## src/rtl/toy_bus_pkg.sv

```systemverilog
// Shared toy-bus response definitions: field widths, opcodes, agent ids and the packed
// response beat used by the dispatch FIFOs.
package toy_bus_pkg;

  localparam int DATA_W = 32;
  localparam int ID_W   = 4;
  localparam int OPC_W  = 1;

  localparam logic [OPC_W-1:0] OPC_ACK = 1'b0;
  localparam logic [OPC_W-1:0] OPC_ERR = 1'b1;

  localparam logic [ID_W-1:0] LSU_ID = 4'd0;
  localparam logic [ID_W-1:0] DBG_ID = 4'd1;

  typedef struct packed {
    logic [DATA_W-1:0] data;
    logic [OPC_W-1:0]  opcode;
    logic [ID_W-1:0]   src_id;
    logic [ID_W-1:0]   tgt_id;
  } toy_bus_ack_t;

  localparam int ACK_W = $bits(toy_bus_ack_t);

endpackage

```

## src/rtl/toy_bus_resp_dispatch_lsu_dbg_if.sv

```systemverilog
// One valid/ready response stream; master drives valid and payload, slave drives ready.
interface toy_bus_resp_dispatch_lsu_dbg_if;
  import toy_bus_pkg::*;

  logic              vld;
  logic              rdy;
  logic [DATA_W-1:0] data;
  logic [OPC_W-1:0]  opcode;
  logic [ID_W-1:0]   src_id;
  logic [ID_W-1:0]   tgt_id;

  modport master (output vld, output data, output opcode, output src_id, output tgt_id,
                  input rdy);
  modport slave  (input vld, input data, input opcode, input src_id, input tgt_id,
                  output rdy);

endinterface

```

## src/rtl/toy_bus_resp_fifo.sv

```systemverilog
// Small synchronous FIFO for one dispatch output; head reads as zero while empty so the
// consumer never sees stale payload.
module toy_bus_resp_fifo #(
  parameter int DEPTH = 2,
  parameter int W     = 41
) (
  input  logic         clk,
  input  logic         rst_n,
  input  logic         push,
  input  logic         pop,
  input  logic [W-1:0] din,
  output logic [W-1:0] head,
  output logic         full,
  output logic         empty
);

  localparam int AW = $clog2(DEPTH);
  localparam int CW = AW + 1;
  localparam logic [CW-1:0] FULL_CNT = CW'(DEPTH);

  logic [W-1:0]  mem [DEPTH];
  logic [AW-1:0] wr_ptr;
  logic [AW-1:0] rd_ptr;
  logic [CW-1:0] count;
  logic          do_push;
  logic          do_pop;

  assign full    = (count == FULL_CNT);
  assign empty   = (count == '0);
  assign do_push = push & ~full;
  assign do_pop  = pop & ~empty;
  assign head    = empty ? '0 : mem[rd_ptr];

  always_ff @(posedge clk or negedge rst_n) begin
    if (!rst_n) begin
      wr_ptr <= '0;
      rd_ptr <= '0;
      count  <= '0;
    end else begin
      if (do_push) wr_ptr <= wr_ptr + 1'b1;
      if (do_pop)  rd_ptr <= rd_ptr + 1'b1;
      case ({do_push, do_pop})
        2'b10:   count <= count + 1'b1;
        2'b01:   count <= count - 1'b1;
        default: count <= count;
      endcase
    end
  end

  // Storage needs no reset: nothing is visible until count says an entry is valid.
  always_ff @(posedge clk) begin
    if (do_push) mem[wr_ptr] <= din;
  end

endmodule

```

## src/rtl/toy_bus_resp_dispatch_lsu_dbg.sv

```systemverilog
// Routes bus response beats by tgt_id to the lsu (out0) or dbg (out1) port through per-port FIFOs.
// Optional TOY_BUS_RESP_DISPATCH_PERF_EN adds saturating pop counters perf_cnt0/perf_cnt1.
module toy_bus_resp_dispatch_lsu_dbg
  import toy_bus_pkg::*;
#(
  parameter logic [ID_W-1:0] OUT0_ID    = LSU_ID,
  parameter logic [ID_W-1:0] OUT1_ID    = DBG_ID,
  parameter int              FIFO_DEPTH = 2
) (
  input  logic clk,
  input  logic rst_n,
  toy_bus_resp_dispatch_lsu_dbg_if.slave  in_bus,
  toy_bus_resp_dispatch_lsu_dbg_if.master out0,
  toy_bus_resp_dispatch_lsu_dbg_if.master out1,
  input  logic err_clr,
  output logic err_unroutable
`ifdef TOY_BUS_RESP_DISPATCH_PERF_EN
  ,
  output logic [15:0] perf_cnt0,
  output logic [15:0] perf_cnt1
`endif
);

  logic         hit0, hit1, miss;
  logic         full0, full1, empty0, empty1;
  logic         accept, push0, push1, pop0, pop1;
  toy_bus_ack_t in_beat, head0, head1;

  assign hit0 = (in_bus.tgt_id == OUT0_ID);
  assign hit1 = (in_bus.tgt_id == OUT1_ID);
  assign miss = ~hit0 & ~hit1;

  // Ready looks only at fullness, never at the consumer's ready, so no rdy->rdy path exists.
  assign in_bus.rdy = (hit0 & ~full0) | (hit1 & ~full1) | miss;

  assign accept = in_bus.vld & in_bus.rdy;
  assign push0  = accept & hit0;
  assign push1  = accept & hit1;
  assign pop0   = ~empty0 & out0.rdy;
  assign pop1   = ~empty1 & out1.rdy;

  assign in_beat = '{data:   in_bus.data,
                     opcode: in_bus.opcode,
                     src_id: in_bus.src_id,
                     tgt_id: in_bus.tgt_id};

  toy_bus_resp_fifo #(.DEPTH(FIFO_DEPTH), .W(ACK_W)) u_fifo0 (
    .clk   (clk),
    .rst_n (rst_n),
    .push  (push0),
    .pop   (pop0),
    .din   (in_beat),
    .head  (head0),
    .full  (full0),
    .empty (empty0)
  );

  toy_bus_resp_fifo #(.DEPTH(FIFO_DEPTH), .W(ACK_W)) u_fifo1 (
    .clk   (clk),
    .rst_n (rst_n),
    .push  (push1),
    .pop   (pop1),
    .din   (in_beat),
    .head  (head1),
    .full  (full1),
    .empty (empty1)
  );

  assign out0.vld    = ~empty0;
  assign out0.data   = head0.data;
  assign out0.opcode = head0.opcode;
  assign out0.src_id = head0.src_id;
  assign out0.tgt_id = head0.tgt_id;

  assign out1.vld    = ~empty1;
  assign out1.data   = head1.data;
  assign out1.opcode = head1.opcode;
  assign out1.src_id = head1.src_id;
  assign out1.tgt_id = head1.tgt_id;

  // A dropped beat in the same cycle as err_clr keeps the flag set.
  always_ff @(posedge clk or negedge rst_n) begin
    if (!rst_n) begin
      err_unroutable <= 1'b0;
    end else if (accept && miss) begin
      err_unroutable <= 1'b1;
    end else if (err_clr) begin
      err_unroutable <= 1'b0;
    end
  end

`ifdef TOY_BUS_RESP_DISPATCH_PERF_EN
  always_ff @(posedge clk or negedge rst_n) begin
    if (!rst_n) begin
      perf_cnt0 <= '0;
      perf_cnt1 <= '0;
    end else if (err_clr) begin
      perf_cnt0 <= '0;
      perf_cnt1 <= '0;
    end else begin
      if (pop0 && perf_cnt0 != 16'hFFFF) perf_cnt0 <= perf_cnt0 + 16'd1;
      if (pop1 && perf_cnt1 != 16'hFFFF) perf_cnt1 <= perf_cnt1 + 16'd1;
    end
  end
`endif

endmodule

```

## src/flat_wrapper.sv

```systemverilog
// flat-port wrapper written by rule: the top's interface ports become plain ports
module toy_bus_resp_dispatch_lsu_dbg_flat import toy_bus_pkg::*;
#(
  parameter logic [ID_W-1:0] OUT0_ID    = LSU_ID,
  parameter logic [ID_W-1:0] OUT1_ID    = DBG_ID,
  parameter int              FIFO_DEPTH = 2
)
  (clk, rst_n, err_clr, err_unroutable, in_bus_vld, in_bus_data, in_bus_opcode, in_bus_src_id, in_bus_tgt_id, in_bus_rdy, out0_vld, out0_data, out0_opcode, out0_src_id, out0_tgt_id, out0_rdy, out1_vld, out1_data, out1_opcode, out1_src_id, out1_tgt_id, out1_rdy);
  toy_bus_resp_dispatch_lsu_dbg_if in_bus_i ();
  toy_bus_resp_dispatch_lsu_dbg_if out0_i ();
  toy_bus_resp_dispatch_lsu_dbg_if out1_i ();
  input  logic clk;
  input  logic rst_n;
  input  logic err_clr;
  output logic err_unroutable;
  input wire logic [$bits(in_bus_i.vld)-1:0] in_bus_vld;
  input wire logic [$bits(in_bus_i.data)-1:0] in_bus_data;
  input wire logic [$bits(in_bus_i.opcode)-1:0] in_bus_opcode;
  input wire logic [$bits(in_bus_i.src_id)-1:0] in_bus_src_id;
  input wire logic [$bits(in_bus_i.tgt_id)-1:0] in_bus_tgt_id;
  output wire logic [$bits(in_bus_i.rdy)-1:0] in_bus_rdy;
  output wire logic [$bits(out0_i.vld)-1:0] out0_vld;
  output wire logic [$bits(out0_i.data)-1:0] out0_data;
  output wire logic [$bits(out0_i.opcode)-1:0] out0_opcode;
  output wire logic [$bits(out0_i.src_id)-1:0] out0_src_id;
  output wire logic [$bits(out0_i.tgt_id)-1:0] out0_tgt_id;
  input wire logic [$bits(out0_i.rdy)-1:0] out0_rdy;
  output wire logic [$bits(out1_i.vld)-1:0] out1_vld;
  output wire logic [$bits(out1_i.data)-1:0] out1_data;
  output wire logic [$bits(out1_i.opcode)-1:0] out1_opcode;
  output wire logic [$bits(out1_i.src_id)-1:0] out1_src_id;
  output wire logic [$bits(out1_i.tgt_id)-1:0] out1_tgt_id;
  input wire logic [$bits(out1_i.rdy)-1:0] out1_rdy;
  assign in_bus_i.vld = in_bus_vld;
  assign in_bus_i.data = in_bus_data;
  assign in_bus_i.opcode = in_bus_opcode;
  assign in_bus_i.src_id = in_bus_src_id;
  assign in_bus_i.tgt_id = in_bus_tgt_id;
  assign in_bus_rdy = in_bus_i.rdy;
  assign out0_vld = out0_i.vld;
  assign out0_data = out0_i.data;
  assign out0_opcode = out0_i.opcode;
  assign out0_src_id = out0_i.src_id;
  assign out0_tgt_id = out0_i.tgt_id;
  assign out0_i.rdy = out0_rdy;
  assign out1_vld = out1_i.vld;
  assign out1_data = out1_i.data;
  assign out1_opcode = out1_i.opcode;
  assign out1_src_id = out1_i.src_id;
  assign out1_tgt_id = out1_i.tgt_id;
  assign out1_i.rdy = out1_rdy;
  toy_bus_resp_dispatch_lsu_dbg #(.OUT0_ID(OUT0_ID), .OUT1_ID(OUT1_ID), .FIFO_DEPTH(FIFO_DEPTH)) u_core (.clk(clk), .rst_n(rst_n), .in_bus(in_bus_i), .out0(out0_i), .out1(out1_i), .err_clr(err_clr), .err_unroutable(err_unroutable));
endmodule
```

## config.mk

```make
export PLATFORM = sky130hd
export DESIGN_NAME = toy_bus_resp_dispatch_lsu_dbg_flat
export DESIGN_NICKNAME = d
export VERILOG_FILES = /design/src/rtl/toy_bus_pkg.sv /design/src/rtl/toy_bus_resp_dispatch_lsu_dbg_if.sv /design/src/rtl/toy_bus_resp_fifo.sv /design/src/rtl/toy_bus_resp_dispatch_lsu_dbg.sv /design/src/flat_wrapper.sv
export SDC_FILE = /design/constraint.sdc
export NUM_CORES = 1
export LEC_CHECK = 0
export ABC_AREA = 0
export CORE_MARGIN = 2
export CORE_UTILIZATION = 51
export CTS_CLUSTER_DIAMETER = 60
export DETAILED_ROUTE_END_ITERATION = 6
export PLACE_DENSITY = 0.79
export SETUP_SLACK_MARGIN = 0.05
export SLEW_MARGIN = 20
export SYNTH_ARGS = -nofsm -noshare
export SYNTH_HDL_FRONTEND = slang
export SYNTH_SLANG_ARGS = --single-unit
```

## constraint.sdc

```tcl
create_clock -name clk -period 3.8 [get_ports clk]
set_input_delay 0.95 -clock clk [delete_from_list [all_inputs] [get_ports clk]]
set_output_delay 0.95 -clock clk [all_outputs]
set_load 0.03 [all_outputs]
```

==> run_results.csv <==
group,metric,value,unit
detailed_routing,top_layer,"met4",
outcome,status,"completed",
grt,first_global_vias,3945,
timing,slew_viol_final,0,
worst_hold_path,holdPathEnd,"u_core.err_unroutable",
worst_hold_path,min_path_cells,2,
critical_path,r2r_cells,7,
placement,dp_hpwl,8848,microns
grt,grt_pass1_wl,20960,microns
critical_path,setup.worst_path.class,"input port to output port",
pwr,power_density,765.8,nW/um^2
placement,placedCellCount,693,
grt,grt_antenna_before_repair,0,
detailed_routing,met2WireLength,7343,microns
die,die_area,14060,sq um
run,maxCapViolations,0,
critical_path,crit_path_max_fanout,7,
timing,timing.final.ws_setup,0.3628,ns
timing,hold_viol_final,0,
clock_tree,numCtsBuffers,17,
yosys,synth_xor_area_share,1.532,%
clock_tree,hold_buffers,0,
timing,fin_crit,3.437,ns
grt,track_usage,19.79,%
critical_path,cp.arrival,2.49,ns
timing,holdWs,0.5449,ns
pwr,peakVddDrop,0.4380,mV
die,row_count,41,
die,die_width,118.6,microns
clock_tree,clock_latency,0.41,ns
yosys,syn_area,6695,sq um
yosys,ys_seq_area_share,76.92,%
detailed_routing,drt_wl_total,13610,microns
clock_tree,cts_sinks,173,
die,die_height,118.6,microns
yosys,ys_types,21,
timing,clock_skew,0.006465,ns
yosys,syn-mean-instance-area,17.12,sq um
final_layout,num-fill-cells,897,
clock_tree,htree_levels,4,
yosys,synth.area.mux_share,12.41,%
timing,tightest_slew,0.4567,ns
die,initial_core_util,52.63,%
worst_hold_path,hold_start,"u_core.err_unroutable",
final_layout,synthToLayoutAreaGrowth,31.90,%
critical_path,rrSetupSlack,2.00,ns
yosys,yosysWarningCount,0,
timing,max_freq,0.2909,GHz
placement,gp_congestion,0.7636,
placement,portBuffers,132,
worst_hold_path,hp-class,"flop to flop",
clock_tree,cts_resized,0,
yosys,syn_nets,440,
timing,finalSetupViolCount,0,
final_layout,fin_nets,589,
clock_tree,cts_max_path_buffers,2,
clock_tree,root_buffer,"clkbuf_16",
clock_tree,cts_tree,"done",
clock_tree,post-cts-setup-buffers,0,
critical_path,end_kind,"output port",
die,core-area,12720,sq um
critical_path,r2r-end,"u_core.u_fifo1.count[1]",
detailed_routing,post_drt_wl_per_cell,18.77,microns
timing,relSlewSlack,69.56,%
detailed_routing,drc,0,
detailed_routing,drtAntennaViolNets,0,
timing,setup-tns-final,0,ns
final_layout,utilization,69.41,%
final_layout,n_antenna_cell,0,
placement,place_ws,0.3627,ns
clock_tree,clkTransAtPathRegs,0.06,ns
yosys,synth_seq_cells,173,
die,io_pins,133,
critical_path,crit_path_start_kind,"input port",
detailed_routing,vias_per_cell,5.102,
detailed_routing,route.met3.wl,558,microns
yosys,synth-adder-area-share,0.3738,%
pwr,leakage,3.218,nW
timing,rsz0062_at_grt,"no",
detailed_routing,drtIter0Drc,232,
critical_path,required,2.85,ns
critical_path,r2r_start,"u_core.u_fifo1.count[0]",
final_layout,fin_cells,725,
detailed_routing,wl_met1,5403,microns
final_layout,layout-drive-gt1-share,10.49,%
final_layout,final_common_cell,"edfxtp_1",
grt,grt_max_degree,33,
yosys,synth-simple-area-share,6.466,%
timing,min_period_over_period,90.45,%
yosys,synth_compound_area_share,0.09344,%
yosys,synth_top_family_by_area,"multiplexers",
final_layout,layout_common_cells,"164 x edfxtp_1, 132 x clkdlybuf4s50_1, 84 x nor2_1, 83 x mux2i_1, 17 x clkbuf_16",
detailed_routing,num_vias,3699,
grt,overflow,0,
yosys,synth_cells,391,
detailed_routing,firstDrtPassIters,4,
==> stage by stage <==
step | total power [mW] | area (sq um)
6_report | 6.762 | 8831
4_1_cts | 6.823 | 8831
3_5_place_dp | 5.308 | 8307
3_3_place_gp | 5.267 | 8307
2_1_floorplan | 4.108 | 6695
5_1_grt | 7.009 | 8831
==> worst max-delay path by stage <==
stage / cells past startpoint / slack [ns] / to / from
after global routing: 4 / 0.26 / in_bus_rdy / in_bus_tgt_id[0]
after CTS: 4 / 0.35 / in_bus_rdy / in_bus_tgt_id[0]
final: 4 / 0.36 / in_bus_rdy / in_bus_tgt_id[0]
after detailed placement: 4 / 0.36 / in_bus_rdy / in_bus_tgt_id[0]
after floorplan: 3 / 0.19 / u_core.u_fifo0.mem[0][0] / in_bus_tgt_id[3]
after global placement: 4 / 0.38 / in_bus_rdy / in_bus_tgt_id[0]
==> synthesized netlist by cell type (all sizes together) <==
cell type  number  share of area [%]
inv             6               0.34
nor2           90                5.1
xor2            4               0.52
nand2b          2               0.19
edfxtp        164                 74
nor3            1               0.24
nand4b          1               0.36
mux2i          83                 12
and2            2               0.19
dfrtp           9                3.4
nand4           1               0.32
nand2           1              0.056
ha              2               0.37
xnor2           6                1.0
o22ai           1              0.094
buf            18                1.9
==> where the power goes <==
group | switching, mW | internal, mW | total (mW)
logic | 1.74 | 1.22 | 2.96
clock network | 0.689 | 0.832 | 1.52
registers | 0.112 | 2.17 | 2.28
total | 2.54 | 4.22 | 6.76
==> layout make-up <==
class	instances	area, sq um	share of cell area [%]
flip-flops and latches	173	5152	58.35
repair buffers	148	1479	16.75
well taps	172	215.2	2.437
multi-input cells	194	1438	16.28
inverters	6	22.52	0.2550
clock inverters	14	95.09	1.077
clock buffers	18	429.2	4.860
==> flip-flops by register name, indices dropped and copies added, names as in the netlist <==
| signal | cells |
|---|---|
| u_core.u_fifo1.mem | 82 |
| u_core.u_fifo1.wr_ptr | 1 |
| u_core.u_fifo1.count | 2 |
| u_core.u_fifo0.count | 2 |
| u_core.err_unroutable | 1 |
| u_core.u_fifo0.mem | 82 |
| u_core.u_fifo0.wr_ptr | 1 |
| u_core.u_fifo0.rd_ptr | 1 |
| u_core.u_fifo1.rd_ptr | 1 |
==> critical path, stage by stage <==
cell,delay [ns]
clkdlybuf4s50_1,0.64
mux2i_1,0.23
nand2_1,0.07
clkdlybuf4s50_1,0.60
==> layer usage <==
layer	vias up	track usage, %
met4	0	8.631
li1	1739	-
met2	116	35.27
met1	1819	23.25
met5	-	0
met3	25	3.764
==> logic make-up (layout without fill, tap and decap cells) <==
kind of cell,count (synthesis),in the layout
DFF,173,173
and+or+nand+nor,98,98
muxes,83,83
buffers and inverters,24,186
xor gates and xnor gates,10,10
adders and majority gates,2,2
AOI/OAI and AO/OA,1,1
Note: power is estimated with default switching activity, not from simulation.
